==> src/rtl/alu_control_seq_if.sv <==
// alu_control_seq_if: issue/consumer handshake bundle for alu_control_seq
// master: issue stage + consumer side (drives flush, in_valid, ALU_op, Funct, out_ready)
// slave:  the decoder (drives in_ready, out_valid, ALU_control, illegal, busy)
interface alu_control_seq_if #(
   parameter int OP_W   = 2,
   parameter int CTRL_W = 4
);
   logic              flush;
   logic              in_valid;
   logic              in_ready;
   logic [OP_W-1:0]   ALU_op;
   logic [5:0]        Funct;
   logic              out_valid;
   logic              out_ready;
   logic [CTRL_W-1:0] ALU_control;
   logic              illegal;
   logic              busy;
   modport master (
      output flush, in_valid, ALU_op, Funct, out_ready,
      input  in_ready, out_valid, ALU_control, illegal, busy
   );
   modport slave (
      input  flush, in_valid, ALU_op, Funct, out_ready,
      output in_ready, out_valid, ALU_control, illegal, busy
   );
endinterface

==> src/rtl/alu_control_seq.sv <==
// alu_control_seq: registered, handshaked ALU control decoder with multi-cycle mult/div sequencing
// clk, rst: clock and synchronous active-high reset
// bus (slave): flush, in_valid/in_ready + ALU_op/Funct in, out_valid/out_ready + ALU_control/illegal out, busy
module alu_control_seq #(
   parameter int OP_W          = 2,
   parameter int CTRL_W        = 4,
   parameter int MULDIV_CYCLES = 4,
   parameter bit ENABLE_MULDIV = 1
) (
   input logic               clk,
   input logic               rst,
   alu_control_seq_if.slave  bus
);
   localparam int CNT_W = $clog2(MULDIV_CYCLES) + 1;
   typedef enum logic [1:0] {IDLE, MULTI, OUT} state_t;
   state_t           state;
   logic [CNT_W-1:0] cnt;
   logic [3:0]       code;
   logic             bad;
   logic             multi;
   always_comb begin
      code  = 4'd0;
      bad   = 1'b0;
      multi = 1'b0;
      case (bus.ALU_op[1:0])
         2'b01: code = 4'd1;
         2'b11: code = 4'd3;
         2'b10:
            case (bus.Funct)
               6'b100000: code = 4'd0;
               6'b100010: code = 4'd1;
               6'b100100: code = 4'd2;
               6'b100101: code = 4'd3;
               6'b000000: code = 4'd4;
               6'b000010: code = 4'd5;
               6'b101010: code = 4'd6;
               6'b100111: code = 4'd7;
               6'b011000: begin code = ENABLE_MULDIV ? 4'd8 : 4'd0; multi = ENABLE_MULDIV; bad = !ENABLE_MULDIV; end
               6'b011010: begin code = ENABLE_MULDIV ? 4'd9 : 4'd0; multi = ENABLE_MULDIV; bad = !ENABLE_MULDIV; end
               default:   bad = 1'b1;
            endcase
         default: code = 4'd0;
      endcase
   end
   // a held result frees the block only when the consumer takes it this cycle
   assign bus.in_ready = (state == IDLE) || (state == OUT && bus.out_ready);
   always_ff @(posedge clk) begin
      if (rst || bus.flush) begin
         state           <= IDLE;
         cnt             <= '0;
         bus.ALU_control <= '0;
         bus.out_valid   <= 1'b0;
         bus.illegal     <= 1'b0;
         bus.busy        <= 1'b0;
      end else begin
         case (state)
            IDLE, OUT:
               if (bus.in_ready) begin
                  if (bus.in_valid) begin
                     bus.ALU_control <= CTRL_W'(code);
                     bus.illegal     <= bad;
                     bus.out_valid   <= !multi;
                     bus.busy        <= multi;
                     cnt             <= CNT_W'(MULDIV_CYCLES - 1);
                     state           <= multi ? MULTI : OUT;
                  end else begin
                     bus.out_valid <= 1'b0;
                     state         <= IDLE;
                  end
               end
            MULTI:
               if (cnt == '0) begin
                  bus.busy      <= 1'b0;
                  bus.out_valid <= 1'b1;
                  state         <= OUT;
               end else begin
                  cnt <= cnt - 1'b1;
               end
            default: state <= IDLE;
         endcase
      end
   end
endmodule
==> src/flat_wrapper.sv <==
// flat-port wrapper written by rule: the top's interface ports become plain ports
module alu_control_seq_flat 
#(
   parameter int OP_W          = 2,
   parameter int CTRL_W        = 4,
   parameter int MULDIV_CYCLES = 4,
   parameter bit ENABLE_MULDIV = 1
)
  (clk, rst, bus_flush, bus_in_valid, bus_ALU_op, bus_Funct, bus_out_ready, bus_in_ready, bus_out_valid, bus_ALU_control, bus_illegal, bus_busy);
  alu_control_seq_if #(.OP_W(OP_W), .CTRL_W(CTRL_W)) bus_i ();
  input logic clk;
  input logic rst;
  input wire logic [$bits(bus_i.flush)-1:0] bus_flush;
  input wire logic [$bits(bus_i.in_valid)-1:0] bus_in_valid;
  input wire logic [$bits(bus_i.ALU_op)-1:0] bus_ALU_op;
  input wire logic [$bits(bus_i.Funct)-1:0] bus_Funct;
  input wire logic [$bits(bus_i.out_ready)-1:0] bus_out_ready;
  output wire logic [$bits(bus_i.in_ready)-1:0] bus_in_ready;
  output wire logic [$bits(bus_i.out_valid)-1:0] bus_out_valid;
  output wire logic [$bits(bus_i.ALU_control)-1:0] bus_ALU_control;
  output wire logic [$bits(bus_i.illegal)-1:0] bus_illegal;
  output wire logic [$bits(bus_i.busy)-1:0] bus_busy;
  assign bus_i.flush = bus_flush;
  assign bus_i.in_valid = bus_in_valid;
  assign bus_i.ALU_op = bus_ALU_op;
  assign bus_i.Funct = bus_Funct;
  assign bus_i.out_ready = bus_out_ready;
  assign bus_in_ready = bus_i.in_ready;
  assign bus_out_valid = bus_i.out_valid;
  assign bus_ALU_control = bus_i.ALU_control;
  assign bus_illegal = bus_i.illegal;
  assign bus_busy = bus_i.busy;
  alu_control_seq #(.OP_W(OP_W), .CTRL_W(CTRL_W), .MULDIV_CYCLES(MULDIV_CYCLES), .ENABLE_MULDIV(ENABLE_MULDIV)) u_core (.clk(clk), .rst(rst), .bus(bus_i));
endmodule
==> config.mk <==
export PLATFORM = sky130hd
export DESIGN_NAME = alu_control_seq_flat
export DESIGN_NICKNAME = d
export VERILOG_FILES = /design/src/rtl/alu_control_seq_if.sv /design/src/rtl/alu_control_seq.sv /design/src/flat_wrapper.sv
export SDC_FILE = /design/constraint.sdc
export NUM_CORES = 1
export LEC_CHECK = 0
export CORE_MARGIN = 1
export CORE_UTILIZATION = 40
export CTS_CLUSTER_DIAMETER = 150
export DETAILED_ROUTE_END_ITERATION = 8
export GPL_ROUTABILITY_DRIVEN = 0
export HOLD_SLACK_MARGIN = 0.12
export PLACE_DENSITY = 0.7
export SYNTH_ARGS = -nofsm -noshare
export SYNTH_HDL_FRONTEND = slang
export SYNTH_SLANG_ARGS = --single-unit
==> constraint.sdc <==
create_clock -name clk -period 1.7 [get_ports clk]
set_input_delay 0.34 -clock clk [delete_from_list [all_inputs] [get_ports clk]]
set_output_delay 0.34 -clock clk [all_outputs]
set_load 0.1 [all_outputs]
; Word-level counts from Yosys, hierarchy flattened
; Cells that the tools add are included.
[op_classes]
n_mux = 23
eq_ne = 18
n_addsub = 1
reduce_logical = 16
[op_table]
columns = operator, n
row1 = == test 6 bit (second input constant), 6
row2 = case mux 4 bit (9 select lines), 1
row3 = == test 6 x 5 -> 1 bit (second input constant), 2
row4 = case mux 4 bit (3 select lines), 1
row5 = 2-to-1 mux 1 bit, 10
row6 = OR reduction 10 bit, 1
row7 = 2-to-1 mux 3 bit, 3
row8 = 2-to-1 mux 2 bit, 4
row9 = AND reduction 4 bit, 2
row10 = == test 2 bit (second input constant), 3
row11 = == test 6 x 2 -> 1 bit (second input constant), 1
row12 = zero test 6 bit, 1
row13 = != test 2 bit (second input constant), 3
row14 = case mux 3 bit (2 select lines), 1
row15 = AND reduction 3 bit, 2
row16 = == test 2 x 1 -> 1 bit (second input constant), 2
row17 = case mux 1 bit (2 select lines), 2
row18 = case mux 2 bit (2 select lines), 1
row19 = OR reduction 2 bit, 2
row20 = zero test 3 bit, 1
row21 = subtractor 3 x 1 -> 3 bit (second input constant), 1
row22 = zero test 2 bit, 1
row23 = logical OR 1 bit, 2
row24 = != test 2 x 1 -> 1 bit (second input constant), 1
row25 = 4 further kinds, 4
[word_totals]
regBits = 12
output_inout_bits = 8

; Longest topological paths before layout
[logic_depth]
word_depth = 8
mapped_depth = 8
ltp_nobuf = 7

; Worst setup path before layout
; No wires, ideal clock.
[synth_path]
path_type = reg2out
start = register u_core.state[1]
end = output bus_in_ready
stages_incl_launch_ff = 3
t_arrival_ns = 1.713
path_slack_ns = -0.353
path_cell_list = dfxtp_1 -> nor2b_1 -> nor2_1
[synth_via]
elab_chain_cells = 3
[synth_lines]
columns = element, line_no
row1 = "start, declared", alu_control_seq.sv:16  ; state_t state;
row2 = "start signal, assigned", alu_control_seq.sv:65  ; state <= multi ? MULTI : OUT;
row3 = == test 2 bit, alu_control_seq.sv:46  ; assign bus.in_ready = (state == IDLE) || (state == OUT && bus.out_ready);
row4 = logical AND 1 bit, alu_control_seq.sv:46
row5 = logical OR 1 bit *, alu_control_seq.sv:46
row6 = "end, declared", flat_wrapper.sv:18  ; output wire logic [$bits(bus_i.in_ready)-1:0] bus_in_ready;
; Every way passes the cells marked *; elsewhere a longest branch is shown, timed or not.

; Worst setup path after layout
[layout_path]
start = input bus_out_ready
end = output bus_in_ready
[layout_via]
elab_chain_cells = 2
[layout_lines]
columns = element, line_no
row1 = "start, declared", flat_wrapper.sv:17  ; input wire logic [$bits(bus_i.out_ready)-1:0] bus_out_ready;
row2 = logical AND 1 bit, alu_control_seq.sv:46
row3 = logical OR 1 bit, alu_control_seq.sv:46
; No other way between the ends.

==> load_flow_metrics.sql <==
INSERT INTO impl_metrics (metric_group, metric, value, unit) VALUES
('run_status', 'run_status', 'finished, violations left', ''),
('run_status', 'violations', 'DRC', ''),
('sta', 'finClkSkew', '0.00501', 'ns'),
('sta', 'final.setup.tns', '0', 'ns'),
('clock_tree', 'cts_buffers', '3', ''),
('drt', 'drt_wl_total', '1.57', 'mm'),
('yosys', 'synth_top_cell_by_area', 'sky130_fd_sc_hd__dfxtp_1', ''),
('yosys', 'ys.warnings.count', '0', ''),
('clock_tree', 'cts-root-to-sink-buffers', '2', ''),
('die', 'start_util', '0.444', ''),
('die', 'boundaryPins', '21', ''),
('layout', 'nets', '127', ''),
('clock_tree', 'cts_sinks', '12', ''),
('yosys', 'synth_cell_types', '31', ''),
('yosys', 'post_synth.cell_area_avg', '8.14', 'µm²'),
('hold_path', 'hold_class', 'register to register', ''),
('global_route', 'wire_length_of_the_first_global_routing_pass', '2.84', 'mm'),
('sta', 'timing.max_slew.rel_slack', '0.804', ''),
('worst_setup_path', 'critical_path.endpoint_type', 'output port', ''),
('placed_design', 'hpwl', '1.25', 'mm'),
('die', 'rows', '14', ''),
('sta', 'worst_margin_slew', '0.294', 'ns'),
('sta', 'final_hold_viol_count', '0', ''),
('placed_design', 'number_of_port_buffers', '20', ''),
('clock_tree', 'clkLatencyLatePin', '0.28', 'ns'),
('drt', 'post_dr_vias_cell', '5.38', ''),
('clock_tree', 'post_cts_setup_bufs', '0', ''),
('global_route', 'maximum_number_of_pins_on_one_net_before_global_route_repair', '13', ''),
('drt', 'post_drt_wl_per_cell', '12.4', 'µm'),
('worst_setup_path', 'path_class', 'input port to output port', ''),
('worst_setup_path', 'type_of_origin_of_the_critical_path', 'input port', ''),
('sta', 'maxSlewViolCount', '0', ''),
('sta', 'rsz0062_at_grt', 'false', ''),
('layout', 'drive_gt1_frac', '0.216', ''),
('layout', 'n_antenna_cell', '0', ''),
('die', 'die_height', '43.6', 'µm'),
('run', 'drv.max_cap_violation_count', '0', ''),
('die', 'die-area', '0.00190', 'mm²'),
('global_route', 'grtUsageMet1', '0.232', ''),
('drt', 'drtIter0Drc', '21', ''),
('sta', 'maxClockFrequency', '614', 'MHz'),
('drt', 'antenna_violating_nets_post_route', '0', ''),
('sta', 'layout_worst_path_cycle_share', '0.958', ''),
('yosys', 'synth_area_leaders', 'sky130_fd_sc_hd__dfxtp_1, sky130_fd_sc_hd__a21oi_1, sky130_fd_sc_hd__nand2b_1', ''),
('global_route', 'number_of_global_route_vias_before_repair', '678', ''),
('drt', 'routed-via-count', '683', ''),
('drt', 'detailedRoute.firstPassIterationCount', '6', ''),
('yosys', 'synth_top_cell_area_share', '0.347', ''),
('power', 'power_per_cell_area', '650', 'mW/mm²'),
('yosys', 'post_synth_inst_count', '85', ''),
('yosys', 'synth.ff_latch_count', '12', ''),
('clock_tree', 'path_clk_slew', '0.08', 'ns'),
('worst_setup_path', 'crit_arrival', '1.29', 'ns'),
('die', 'fp.coreArea', '0.00156', 'mm²'),
('drt', 'drt_drc_violations_left', '2', ''),
('power', 'fin_total_pwr', '687', 'µW'),
('global_route', 'grtUsageTotal', '0.199', ''),
('global_route', 'grt.met2_usage', '0.331', ''),
('yosys', 'seq_area_frac_synth', '0.347', ''),
('global_route', 'antenna_found_initial', '0', ''),
('yosys', 'syn_nets', '100', ''),
('power', 'peakVddDrop', '0.296', 'mV'),
('die', 'chipWidth', '43.6', 'µm'),
('global_route', 'grt_remaining_overflow', '0', ''),
('clock_tree', 'cts-htree-levels', '1', ''),
('worst_setup_path', 'timing.critical_path.fanout_max', '4', ''),
('sta', 'timing.final.setup_violations', '0', ''),
('yosys', 'post_syn_area', '692', 'µm²'),
('layout', 'area.growth.synth_to_final', '52.6', '%'),
('global_route', 'global_route.peak_usage_layer', 'met2', ''),
('power', 'cellLeakagePower', '0.395', 'nW'),
('global_route', 'met3_use_gr', '0.0250', ''),
('clock_tree', 'tritoncts_clock_tree', 'built', ''),
('sta', 'period_minus_slack', '1.63', 'ns'),
('worst_setup_path', 'critical_path_required', '1.36', 'ns'),
('clock_tree', 'cts.root.buffer_cell', 'sky130_fd_sc_hd__clkbuf_4', '');
-- worst max-delay path, cell delays in order --
cell and delay, ns:
sky130_fd_sc_hd__clkdlybuf4s50_1 0.42, sky130_fd_sc_hd__nor2b_1 0.27, sky130_fd_sc_hd__nor2_2 0.08, sky130_fd_sc_hd__buf_12 0.17
-- layer usage --
layer | up-vias | part of all wire
met5 | - | 0
met4 | 0 | 0.036
met3 | 7 | 0.031
met2 | 20 | 0.49
met1 | 299 | 0.45
li1 | 357 | -
-- layout make-up --
class                   instances  area, µm²
repair buffers                 25        320
clock buffers                   4       36.3
fillers                       134        503
inverters                       3       11.3
flip-flops and latches         12        240
multi-input cells              67        428
well taps                      16       20.0
-- report_power, final --
part	internal [mW]	switching (mW)	leakage, nW
sequential	0.288	0.00693	0.0976
clock	0.130	0.102	0.0210
combinational	0.0743	0.0851	0.276
total	0.493	0.194	0.395
-- synth_stat cells --
cell type,n
sky130_fd_sc_hd__dfxtp_1,12
sky130_fd_sc_hd__a21oi_1,8
sky130_fd_sc_hd__nand2_1,7
sky130_fd_sc_hd__nor2_1,7
sky130_fd_sc_hd__nand2b_1,6
sky130_fd_sc_hd__nor2b_1,4
sky130_fd_sc_hd__nor3_1,4
sky130_fd_sc_hd__a211oi_1,3
sky130_fd_sc_hd__buf_2,3
sky130_fd_sc_hd__inv_1,3
sky130_fd_sc_hd__nand4b_1,3
sky130_fd_sc_hd__and2_1,2
sky130_fd_sc_hd__ha_1,2
sky130_fd_sc_hd__nor3b_2,2
sky130_fd_sc_hd__o211ai_1,2
sky130_fd_sc_hd__o21ai_1,2
sky130_fd_sc_hd__a21oi_2,1
sky130_fd_sc_hd__and3_1,1
sky130_fd_sc_hd__and3b_1,1
sky130_fd_sc_hd__and4bb_2,1
sky130_fd_sc_hd__nand3_1,1
sky130_fd_sc_hd__nand3b_1,1
sky130_fd_sc_hd__nand4_1,1
sky130_fd_sc_hd__nor3b_1,1
sky130_fd_sc_hd__o21ai_2,1
sky130_fd_sc_hd__o22ai_1,1
sky130_fd_sc_hd__o32ai_1,1
sky130_fd_sc_hd__or2_0,1
sky130_fd_sc_hd__or2_2,1
sky130_fd_sc_hd__or3_1,1
sky130_fd_sc_hd__xor2_1,1
-- final timing paths --
| kind | from | slack (ns) | endpoint | cells past startpoint |
|---|---|---|---|---|
| worst max-delay path | bus_out_ready | 0.07 | bus_in_ready | 4 |
| worst min-delay path | u_core.cnt[0] | 0.48 | u_core.cnt[0] | 1 |
| worst max register to register | u_core.cnt[0] | 0.19 | u_core.cnt[0] | 7 |
| worst min register to register | u_core.cnt[0] | 0.48 | u_core.cnt[0] | 1 |
-- state kept, by name, indices dropped and copies added, names as in the netlist --
name,flops
u_core.state,2
u_core.bus.out_valid,1
u_core.bus.ALU_control,4
u_core.bus.busy,1
u_core.cnt,3
u_core.bus.illegal,1
-- logic make-up (layout without fill, tap and decap cells) --
family | after synthesis | after routing | share of synthesized area
buf+inv | 6 | 32 | 0.0380
compound gates | 19 | 19 | 0.174
xor+xnor | 1 | 1 | 0.0127
simple gates | 45 | 45 | 0.392
fa+ha+maj | 2 | 2 | 0.0362
flops | 12 | 12 | 0.347
-- stage by stage --
step           instances  area (µm²)  utilization  hold WS (ns)  setup WS [ns]
3_5_place_dp         123        1020        0.652         0.464         -0.285
5_1_grt              127        1060        0.677         0.510         0.0186
2_1_floorplan         85         694            -         0.443          0.108
3_3_place_gp         123        1020        0.652         0.457         -0.186
6_report             127        1060        0.677         0.475         0.0717
4_1_cts              127        1050        0.676         0.477         0.0150
-- layout by cell type, fill, tap and decap left out, drive strengths merged --
| cell type | netlist | layout |
|---|---|---|
| nand4b | 3 | 3 |
| clkdlybuf4s50 | 0 | 11 |
| o32ai | 1 | 1 |
| o211ai | 2 | 2 |
| dlymetal6s2s | 0 | 1 |
| inv | 3 | 3 |
| and3 | 1 | 1 |
| a21oi | 9 | 9 |
| and2 | 2 | 2 |
| or2 | 2 | 2 |
| and4bb | 1 | 1 |
| buf | 3 | 13 |
| o22ai | 1 | 1 |
| xor2 | 1 | 1 |
| nand3b | 1 | 1 |
| dfxtp | 12 | 12 |
| nand2b | 6 | 6 |
| nand4 | 1 | 1 |
| nor2b | 4 | 4 |
| nor2 | 7 | 7 |
| clkbuf | 0 | 4 |
| ha | 2 | 2 |
| nand2 | 7 | 7 |
| or3 | 1 | 1 |
| a211oi | 3 | 3 |
| nand3 | 1 | 1 |
| nor3b | 3 | 3 |
| and3b | 1 | 1 |
| nor3 | 4 | 4 |
| o21ai | 3 | 3 |
-- timing repair --
action	in CTS	in global routing
setup endpoints to repair	0	3
hold buffers	0	0
resized for setup	0	1
Note: power is estimated with default switching activity, not from simulation.
